## src/rtl/pcpi_dispatch.sv

```systemverilog
// Core-side PCPI dispatcher: registers one co-processor op, broadcasts it to the
// multiplier/divider, merges their responses and flags unclaimed ops as illegal.
module pcpi_dispatch #(
  parameter int TIMEOUT_CYCLES = 16,
  parameter int ENABLE_MUL     = 1,
  parameter int ENABLE_DIV     = 1
) (
  input  logic        clk,
  input  logic        resetn,
  input  logic        core_valid,
  input  logic [31:0] core_insn,
  input  logic [31:0] core_rs1,
  input  logic [31:0] core_rs2,
  output logic        core_ready,
  output logic        core_done,
  output logic        core_wr,
  output logic [31:0] core_rd,
  output logic        core_illegal,
  output logic        pcpi_valid,
  output logic [31:0] pcpi_insn,
  output logic [31:0] pcpi_rs1,
  output logic [31:0] pcpi_rs2,
  input  logic        mul_wr,
  input  logic        mul_ready,
  input  logic        mul_wait,
  input  logic [31:0] mul_rd,
  input  logic        div_wr,
  input  logic        div_ready,
  input  logic        div_wait,
  input  logic [31:0] div_rd
);

  localparam logic       EN_MUL   = (ENABLE_MUL != 0);
  localparam logic       EN_DIV   = (ENABLE_DIV != 0);
  localparam logic [7:0] CNT_LAST = 8'(TIMEOUT_CYCLES - 1);

  typedef enum logic [1:0] {ST_IDLE, ST_ISSUE, ST_DONE} state_t;

  state_t      state_q, state_d;
  logic [7:0]  cnt_q, cnt_d;
  logic [31:0] insn_q, insn_d;
  logic [31:0] rs1_q, rs1_d;
  logic [31:0] rs2_q, rs2_d;
  logic        wr_q, wr_d;
  logic [31:0] rd_q, rd_d;
  logic        illegal_q, illegal_d;

  logic mul_rdy, div_rdy, any_ready, any_wait;

  assign mul_rdy   = EN_MUL & mul_ready;
  assign div_rdy   = EN_DIV & div_ready;
  assign any_ready = mul_rdy | div_rdy;
  assign any_wait  = (EN_MUL & mul_wait) | (EN_DIV & div_wait);

  always_ff @(posedge clk) begin
    if (!resetn) begin
      state_q   <= ST_IDLE;
      cnt_q     <= '0;
      insn_q    <= '0;
      rs1_q     <= '0;
      rs2_q     <= '0;
      wr_q      <= 1'b0;
      rd_q      <= '0;
      illegal_q <= 1'b0;
    end else begin
      state_q   <= state_d;
      cnt_q     <= cnt_d;
      insn_q    <= insn_d;
      rs1_q     <= rs1_d;
      rs2_q     <= rs2_d;
      wr_q      <= wr_d;
      rd_q      <= rd_d;
      illegal_q <= illegal_d;
    end
  end

  always_comb begin
    state_d   = state_q;
    cnt_d     = cnt_q;
    insn_d    = insn_q;
    rs1_d     = rs1_q;
    rs2_d     = rs2_q;
    wr_d      = wr_q;
    rd_d      = rd_q;
    illegal_d = illegal_q;
    case (state_q)
      ST_IDLE: begin
        if (core_valid) begin
          insn_d  = core_insn;
          rs1_d   = core_rs1;
          rs2_d   = core_rs2;
          cnt_d   = '0;
          state_d = ST_ISSUE;
        end
      end
      ST_ISSUE: begin
        // Ready beats both wait and timeout; mul beats div.
        if (any_ready) begin
          illegal_d = 1'b0;
          wr_d      = mul_rdy ? mul_wr : div_wr;
          rd_d      = mul_rdy ? mul_rd : div_rd;
          state_d   = ST_DONE;
        end else if (any_wait) begin
          cnt_d = '0;
        end else if (cnt_q == CNT_LAST) begin
          illegal_d = 1'b1;
          wr_d      = 1'b0;
          rd_d      = '0;
          state_d   = ST_DONE;
        end else begin
          cnt_d = cnt_q + 8'd1;
        end
      end
      ST_DONE: begin
        wr_d    = 1'b0;
        state_d = ST_IDLE;
      end
      default: state_d = ST_IDLE;
    endcase
  end

  assign core_ready   = (state_q == ST_IDLE);
  assign pcpi_valid   = (state_q == ST_ISSUE);
  assign core_done    = (state_q == ST_DONE);
  assign core_wr      = wr_q;
  assign core_rd      = rd_q;
  assign core_illegal = illegal_q;
  assign pcpi_insn    = insn_q;
  assign pcpi_rs1     = rs1_q;
  assign pcpi_rs2     = rs2_q;

endmodule

```

## config.mk

```make
export PLATFORM = sky130hd
export DESIGN_NAME = pcpi_dispatch
export DESIGN_NICKNAME = d
export VERILOG_FILES = /design/src/rtl/pcpi_dispatch.sv
export SDC_FILE = /design/constraint.sdc
export NUM_CORES = 1
export LEC_CHECK = 0
export BUFFER_PORTS_ARGS = -buffer_cell sky130_fd_sc_hd__clkbuf_2
export CORE_MARGIN = 4
export CORE_UTILIZATION = 36
export CTS_BUF_LIST = sky130_fd_sc_hd__clkbuf_2
export CTS_CLUSTER_SIZE = 12
export DETAILED_ROUTE_END_ITERATION = 10
export PLACE_DENSITY = 0.72
export SYNTH_ARGS = -nofsm -noshare
export SYNTH_HDL_FRONTEND = slang
export SYNTH_SLANG_ARGS = --single-unit
export TNS_END_PERCENT = 100
```

## constraint.sdc

```tcl
create_clock -name clk -period 2.05 [get_ports clk]
set_clock_uncertainty 0.1 [all_clocks]
set_input_delay 0.1025 -clock clk [delete_from_list [all_inputs] [get_ports clk]]
set_output_delay 0.1025 -clock clk [all_outputs]
set_load 0.02 [all_outputs]
```

==> results of run 1 <==
[per-stage QoR]
step / cells / hold slack, ps
after floorplan: 660 / 139
after detailed placement: 1111 / 231
after global placement: 1111 / 224
[cells by family after synthesis]
| family | after synthesis |
|---|---|
| fa+ha+maj | 5 |
| simple gates | 237 |
| mux | 3 |
| buf+inv | 61 |
| compound gates | 214 |
| flops | 140 |
==> key figures, run 1 <==
Run status
  • Outcome: aborted with a tool error
  • Stop stage: 4_1_cts
  • Run Error: [ERROR RSZ-0060] Max buffer count reached.

Floorplanning
  • Die Wd: 132 um
  • Ports: about 300
  • Row Count: 45
  • Die Height: 132 um
  • Initial Util: around 37%

Synthesis
  • Most frequently used flop master after synthesis: dfxtp_1
  • Synthesized cell area: about 5600 um^2
  • Synth Area in Simple Gates: between 10% and 20%
  • Syn_nets: roughly 830
  • Syn_area_per_cell: 8.44 um^2
  • Register area share after synthesis: between 50% and 60%
  • Number of enable flip-flop cells after synthesis: 0
  • Leading area contributor after synthesis: dfxtp_1
  • Top-count cell post-synth: nand2_1
  • Main combinational cell family by area after synthesis: compound AO/OA/AOI/OAI gates
  • Synth area leaders: dfxtp_1, nand2_1, a21oi_1
  • Synth Area in Adders: under 10%
  • Seq cells post-synth: 140
  • Compound-Gate Fraction of Synth Area: roughly 26%
  • Synth top area share: 50.3%
  • Synth Area in XOR/XNOR: 0%
  • Mux contribution to synthesized area: less than 1%
  • Unique masters post-synth: 43
  • Mapped Cells: 660
  • Ys async rst share: 0%
  • Yosys warns: 0
  • Top cells by count, synth: nand2_1, dfxtp_1, a21oi_1

Clocking
  • TritonCTS buffer count: 17
  • Worst-case clock buffer depth: 2
  • Clk sinks: 140
  • Hold Buf Count CTS: 230
  • PostCTS Resize Cnt: 1
  • Setup Buffers After CTS: 0
  • H-tree Lvls: 4
  • Root Driver: clkbuf_2

Placement
  • DP HPWL: 12.2 mm
  • Routability cong.: 0.854
  • PortBufs: 301
  • Post-DP Area: approximately 7300 um^2
  • Pre-CTS setup slack: roughly 90 ps
==> run 2, diff against run 1 <==
--- a/config.mk
+++ b/config.mk
@@ -7,11 +7,9 @@
 export LEC_CHECK = 0
 export BUFFER_PORTS_ARGS = -buffer_cell sky130_fd_sc_hd__clkbuf_2
 export CORE_MARGIN = 4
-export CORE_UTILIZATION = 36
-export CTS_BUF_LIST = sky130_fd_sc_hd__clkbuf_2
-export CTS_CLUSTER_SIZE = 12
+export CORE_UTILIZATION = 21
 export DETAILED_ROUTE_END_ITERATION = 10
-export PLACE_DENSITY = 0.72
+export PLACE_DENSITY_LB_ADDON = 0.15
 export SYNTH_ARGS = -nofsm -noshare
 export SYNTH_HDL_FRONTEND = slang
 export SYNTH_SLANG_ARGS = --single-unit
==> constraint.sdc (replaced) <==
create_clock -name clk -period 2.7 [get_ports clk]
set_clock_uncertainty 0.1 [all_clocks]
set_input_delay 0.135 -clock clk [delete_from_list [all_inputs] [get_ports clk]]
set_output_delay 0.135 -clock clk [all_outputs]
set_load 0.02 [all_outputs]
==> run 2 against run 1 <==
- the run now ends clean
- synthesized area is the same
- synthesized cell count is the same
==> key figures, run 2 <==
Run status
  • Outcome: finished, final reports clean

Placement
  • PortBufs: 301 (unchanged)
  • DP HPWL: 13.7 mm (+13%)
  • Dpl cells: 1,257 (+13%)
  • Routability cong.: 0.781 (-8.6%)

Synthesis
  • Top-count cell post-synth: nand2_1
  • Yosys warns: 0 (unchanged)
  • Compound-Gate Fraction of Synth Area: 25.9% (unchanged)
  • Synth Area in Simple Gates: 17.2% (unchanged)
  • Leading area contributor after synthesis: dfxtp_1
  • Synth Area in XOR/XNOR: 0% (unchanged)
  • Synth top area share: 50.3% (unchanged)
  • Ys async rst share: 0% (unchanged)
  • Mapped Cells: 660 (unchanged)
  • Number of enable flip-flop cells after synthesis: 0 (unchanged)
  • Syn_area_per_cell: 8.44 um^2 (unchanged)
  • Unique masters post-synth: 43 (unchanged)
  • Main combinational cell family by area after synthesis: compound AO/OA/AOI/OAI gates
  • Most frequently used flop master after synthesis: dfxtp_1
  • Synthesized cell area: 5570 um^2 (unchanged)
  • Mux contribution to synthesized area: 0.561% (unchanged)
  • Synth area leaders: dfxtp_1, nand2_1, a21oi_1
  • Syn_nets: 834 (unchanged)
  • Seq cells post-synth: 140 (unchanged)
  • Top cells by count, synth: nand2_1, dfxtp_1, a21oi_1
  • Register area share after synthesis: 50.3% (unchanged)
  • Synth Area in Adders: 1.12% (unchanged)

Clocking
  • Root Driver: clkbuf_16
  • Clk sinks: 140 (unchanged)
  • CTS tree: yes
  • H-tree Lvls: 4 (unchanged)
  • Worst-case clock buffer depth: 2 (unchanged)
  • TritonCTS buffer count: 17 (unchanged)
  • Worst skew pair latency: between 400 and 500 ps
  • Clock Pin Slew Worst Setup and Hold Paths: 60 ps

Global route
  • Global route overflow: 0
  • Vias in the first global route: 6,199
  • Initial antenna violation count: 0
  • GRT Total Usage: a little over an eighth
  • First-pass GRT wire length: approximately 32 mm
  • Largest net degree at the start of global routing: 60

Pwr
  • Leakage: between 0.004 and 0.005 uW
  • Total net switching power: between 1500 and 2000 uW
  • Power Internal: just over 4000 uW
  • PD cells: about 650 nW/um^2
  • Clk pwr share: 40.2%
  • Combinational power share: 21.1%
  • Sequential power share: around two fifths
  • Switching share of power: just over 30%
  • Peak supply drop: around 0.32 mV

STA
  • Fin. Hold Viols: 0
  • Worst-margin pin slew: 849 ps
  • Setup TNS: 0 ps
  • Slew headroom: between 40% and 50%
  • Final Max Tran Viols: 0
  • Final setup fails: 0
  • Worst hold slack: around 16 ps
  • Final worst path period share: a little over nine tenths
  • Period minus WS final: roughly 2600 ps
  • Max Fclk: about 390 MHz
  • RSZ-0062 raised after global routing: no

Drt
  • Vias: around 6,000
  • Total routed wirelength: 20.2 mm
  • First DRT Iteration DRCs: 250
  • ANT nets after route: 0
  • Mean routed wirelength per cell: between 10 and 15 um
  • DR DRC count: 0
  • Drt pass-1 iters: 4
  • Vias per cell: between 4 and 5

Min path
  • Worst hold path class: in2reg
  • Worst Hold Path Cells: 3
  • Hold Startpoint: div_rd[5]
  • Hold EP: core_rd[5]

Final layout
  • Area of the multi-input gates: 2510 um^2
  • Fillers: between 2,000 and 3,000
  • Most frequent cells in the layout: clkbuf_2, nand2_1, dfxtp_1
  • Ant. Diodes: 0
  • Share of cells above drive strength 1: 36.8%
  • Commonest non-fill, non-tap cell in the layout: clkbuf_2
  • Finished Layout Cells: 1,411
  • Seq. cell area: 2800 um^2
  • Layout Nets: around 1,200
  • Synthesis-to-finish area growth: 66.0%

Worst setup path
  • WP data required: 2900 ps
  • R2r worst-path depth: 7
  • Crit Path Class: reg2reg
  • CP endpoint kind: flop
  • CP max FO: 16
  • Critical path arrival: about 2800 ps
  • CP Launch Type: flop
  • CP peak stage delay: 560 ps
  • Flop2flop setup slack: around 110 ps
  • Cell breakdown of the critical path: ha_1 -> nand4b_1 -> o31a_1 -> nor2_4 -> buf_6 -> a311oi_2 -> dlygate4sd3_1
  • Reg-to-reg startpoint: cnt_q[0]
  • Critical Path Slowest Stage Cell: dlygate4sd3_1
  • Reg2reg end: core_rd[30]

Floorplanning
  • Die Wd: 171 um (+29%)
  • Row Count: 59 (+31%)
  • Ports: 302 (unchanged)
  • Die area: approximately 29,000 um^2
  • Core ar.: about 26,000 um^2
  • Die Height: 171 um (+29%)
  • Initial Util: 21.4% (-15 points)

Job
  • Max-Cap Viols: 0
## run 2: cell counts after synthesis
No cell type changed its count.
## run 2: metal layers
metal	global-route usage [%]	wire length, um	vias up
li1	-	-	3085
met1	16.3	8790	2722
met2	22.7	9310	219
met3	4.07	1650	28
met4	4.41	483	0
met5	0	0	-
## run 2: per-stage QoR
step	instance area (um^2)	util [%]	setup WS, ps	total power [uW]
detailed placement	7430	28.5	617	3490
global route	9250	35.5	9.99	6310
floorplan	5570	-	529	3030
CTS	9230	35.4	70.5	6090
global placement	7430	28.5	637	3490
finish	9250	35.5	112	5970
## run 2: final cells by class
class / instances / area share (%)
clock buffer: 19 / 4.79
multi-input combinational: 459 / 27.2
inverter: 5 / 0.230
timing repair buffer: 440 / 31.3
sequential: 140 / 30.3
tap: 335 / 4.53
clock inverter: 13 / 1.69
## run 2: how the worst max path moves through the flow
stage                           from  cells after the start     endpoint
after floorplan           state_q[1]                      7     cnt_q[7]
after global placement      cnt_q[0]                      6   core_rd[7]
after detailed placement    cnt_q[0]                      6  core_rd[10]
after CTS                   cnt_q[0]                      7  core_rd[30]
after global routing        cnt_q[0]                      7  core_rd[30]
final                       cnt_q[0]                      7  core_rd[30]
## run 2: timing repair
| item | CTS | global route |
|---|---|---|
| hold buffers | 120 | 0 |
| endpoints found under the hold margin | 114 | 0 |
| setup buffers | 0 | 2 |
| gates resized for setup | 0 | 1 |
| endpoints found under the setup margin | 0 | 1 |
## run 2: cell families (layout without fill, tap and decap cells)
logic type / after synthesis / after routing
AO/OA/AOI/OAI: 214 / 214
adder cells (fa/ha/maj): 5 / 5
buffers and inverters: 61 / 477
flip-flops: 140 / 140
multiplexers: 3 / 3
AND/OR/NAND/NOR: 237 / 237
## run 2: power by group through the flow
stage          clock network [uW]  logic [uW]  registers, uW
3_5_place_dp                    0        1130           2360
4_1_cts                      2500        1280           2310
2_1_floorplan                   0         481           2540
5_1_grt                      2590        1390           2330
6_report                     2400        1260           2310
3_3_place_gp                    0        1140           2350
## run 2: worst max-delay path: cells and delay by family (launching register included)
family                   cells  cell delay [ps]
flip-flops                   1              390
AND/OR/NAND/NOR              2              420
AO/OA/AOI/OAI                2              550
adder cells (fa/ha/maj)      1              220
buffers and inverters        2              780
(Power assumes the default switching activity.)
==> run 3, diff against run 2 <==
--- a/config.mk
+++ b/config.mk
@@ -5,7 +5,7 @@
 export SDC_FILE = /design/constraint.sdc
 export NUM_CORES = 1
 export LEC_CHECK = 0
-export BUFFER_PORTS_ARGS = -buffer_cell sky130_fd_sc_hd__clkbuf_2
+export BUFFER_PORTS_ARGS = -buffer_cell sky130_fd_sc_hd__buf_2
 export CORE_MARGIN = 4
 export CORE_UTILIZATION = 21
 export DETAILED_ROUTE_END_ITERATION = 10
==> run 3 against run 2 <==
- cell area hardly changed
- first-iteration DRC count is 3.2% higher
- critical path depth shrank 1
- sequential power hardly changed
- combinational power about the same
- flip-flop and latch count is the same
- largest power group unchanged
- register-to-register slack about the same
- critical path type unchanged
==> key figures, run 3 (synthesized netlist as in run 2, its figures left out) <==
Run status
  • Outcome: finished, final reports clean

Pwr
  • Total power: 5980 uW (+0.30%)
  • PD cells: 648 nW/um^2 (+0.38%)
  • Leakage: 0.00407 uW (+1.2%)
  • Peak supply drop: 0.283 mV (-10%)

Placement
  • DP HPWL: 13.4 mm (-2.7%)
  • PortBufs: 301 (unchanged)
  • Post-DP Area: 7420 um^2 (-0.13%)
  • Routability cong.: 0.749 (-4.1%)
  • Pre-CTS setup slack: 576 ps (-40.5 ps)

Worst setup path
  • Family with the most delay on the worst path: buffers and inverters
  • WP data required: 2900 ps (about the same)
  • Critical path arrival: 2800 ps (about the same)
  • Flop2flop setup slack: 100 ps (about the same)
  • CP Launch Type: flop
  • CP peak stage delay: 580 ps (+20 ps)
  • Critical Path Slowest Stage Cell: dlygate4sd3_1
  • Crit Path Class: reg2reg
  • Worst Path Buf+Inv: 2 (unchanged)
  • CP endpoint kind: flop
  • CP max FO: 33 (+17)
  • Cell breakdown of the critical path: or4_4 -> o31a_1 -> nor2_4 -> buf_12 -> a311oi_2 -> dlygate4sd3_1

STA
  • Final worst path period share: 96.1% (+0.30 points)
  • Worst-margin pin slew: 757 ps (-92.3 ps)
  • Fin. Hold Viols: 0 (unchanged)
  • Period minus WS final: 2600 ps (+8.16 ps)
  • Slew headroom: 49.6% (+6.2 points)
  • Final Max Tran Viols: 0 (unchanged)
  • RSZ-0062 raised after global routing: no
  • Final setup fails: 0 (unchanged)
  • Setup TNS: 0 ps (unchanged)
  • Max Fclk: 385 MHz (-0.31%)
  • Final setup margin: 104 ps (-8.16 ps)

Global route
  • GRT Total Usage: 13.4% (-0.023 points)
  • Largest net degree at the start of global routing: 97 (+62%)
  • Met2 usage: 22.6% (-0.14 points)
  • Grt peak-use layer: met2
  • First-pass GRT wire length: 31.4 mm (-0.83%)
  • Vias in the first global route: 6,130 (-1.1%)
  • Global route overflow: 0 (unchanged)
  • Routing usage on met3: 4.32% (+0.25 points)
  • GRT met1 Usage: 16.3% (+0.052 points)
  • Initial antenna violation count: 1 (+1)

Clocking
  • Worst skew pair latency: 410 ps (about the same)
  • Clock Pin Slew Worst Setup and Hold Paths: 70 ps (about the same)
  • CTS tree: yes
  • Clk sinks: 140 (unchanged)
  • Root Driver: clkbuf_16
  • TritonCTS buffer count: 17 (unchanged)
  • H-tree Lvls: 4 (unchanged)
  • Worst-case clock buffer depth: 2 (unchanged)

Drt
  • Vias per cell: 4.30 (+0.14%)
  • First DRT Iteration DRCs: 258 (+3.2%)
  • DR DRC count: 0 (unchanged)
  • Total routed wirelength: 20.4 mm (+0.90%)
  • Vias: 6,054 (unchanged)
  • Mean routed wirelength per cell: 14.5 um (+1.0%)
  • Drt pass-1 iters: 4 (unchanged)
  • ANT nets after route: 0 (unchanged)

Final layout
  • Commonest non-fill, non-tap cell in the layout: buf_2
  • Synthesis-to-finish area growth: 65.9% (about the same)
  • Ant. Diodes: 0 (unchanged)
  • Final core area utilization: 35.5% (about the same)
  • Share of cells above drive strength 1: 36.7% (-0.12 points)
  • Most frequent cells in the layout: buf_2, nand2_1, dfxtp_1
  • Post-route cell area: 9240 um^2 (about the same)
  • Layout Nets: 1,235 (-0.16%)

Floorplanning
  • Ports: 302 (unchanged)
  • Die Wd: 171 um (unchanged)
  • Die area: 29,200 um^2 (unchanged)
  • Row Count: 59 (unchanged)
  • Core ar.: 26,100 um^2 (unchanged)
  • Die Height: 171 um (unchanged)
  • Initial Util: 21.4% (unchanged)

Job
  • Max-Cap Viols: 0 (unchanged)

Min path
  • Worst hold path class: in2reg
[run 3: cell types whose count changed in the layout (fill, tap and decap cells not counted)]
cell        previous run  this run
buf_12                 3         4
buf_2                  0       301
buf_4                 15        13
buf_6                  1         0
clkbuf_2             301         0
clkinv_4               2         1
clkinvlp_4             4         3
inv_6                  3         6
inv_8                  2         1
[run 3: report_power, final]
part	leakage, uW	internal (uW)	switching, uW
combinational	0.00264	518	741
sequential	0.00115	2230	74.5
clock	0.000284	1410	1010
total	0.00407	4160	1830
[run 3: tightest hold or removal path, delay by kind of cell]
family	cells	cell delay (ps)
compound gates	2	270
buf+inv	1	70
[run 3: what timing repair did]
action / in CTS / in global routing
gates resized for setup: 0 / 0
hold endpoints to repair: 115 / 0
buffers inserted: 0 / 3
hold buffers: 120 / 0
endpoints found under the setup margin: 0 / 1
[run 3: metal layers]
layer	wire length, um	share of wire (%)
met4	387	1.9
met2	9520	47
met5	13	0.064
met3	1570	7.7
met1	8930	44
[run 3: path summary, 6_finish.rpt]
| check | depth (start not counted) | startpoint | end |
|---|---|---|---|
| worst max register to register | 6 | cnt_q[4] | core_rd[30] |
| worst min-delay path | 3 | div_rd[25] | core_rd[25] |
| worst max-delay path | 6 | cnt_q[4] | core_rd[30] |
| worst min register to register | 2 | pcpi_rs2[13] | pcpi_rs2[13] |
[run 3: metrics by stage]
step / hold WS [ps] / instances
finish: 15.2 / 1409
global route: 5.57 / 1409
global placement: 279 / 1254
floorplan: 171 / 660
CTS: 2.36 / 1406
detailed placement: 278 / 1254
[run 3: final cells by class]
type	instances	area [um^2]
inverter	5	21.3
sequential	140	2800
clock inverter	13	155
clock buffer	19	443
fill	2753	16800
tap	335	419
timing repair buffer	438	2890
multi-input combinational	459	2510
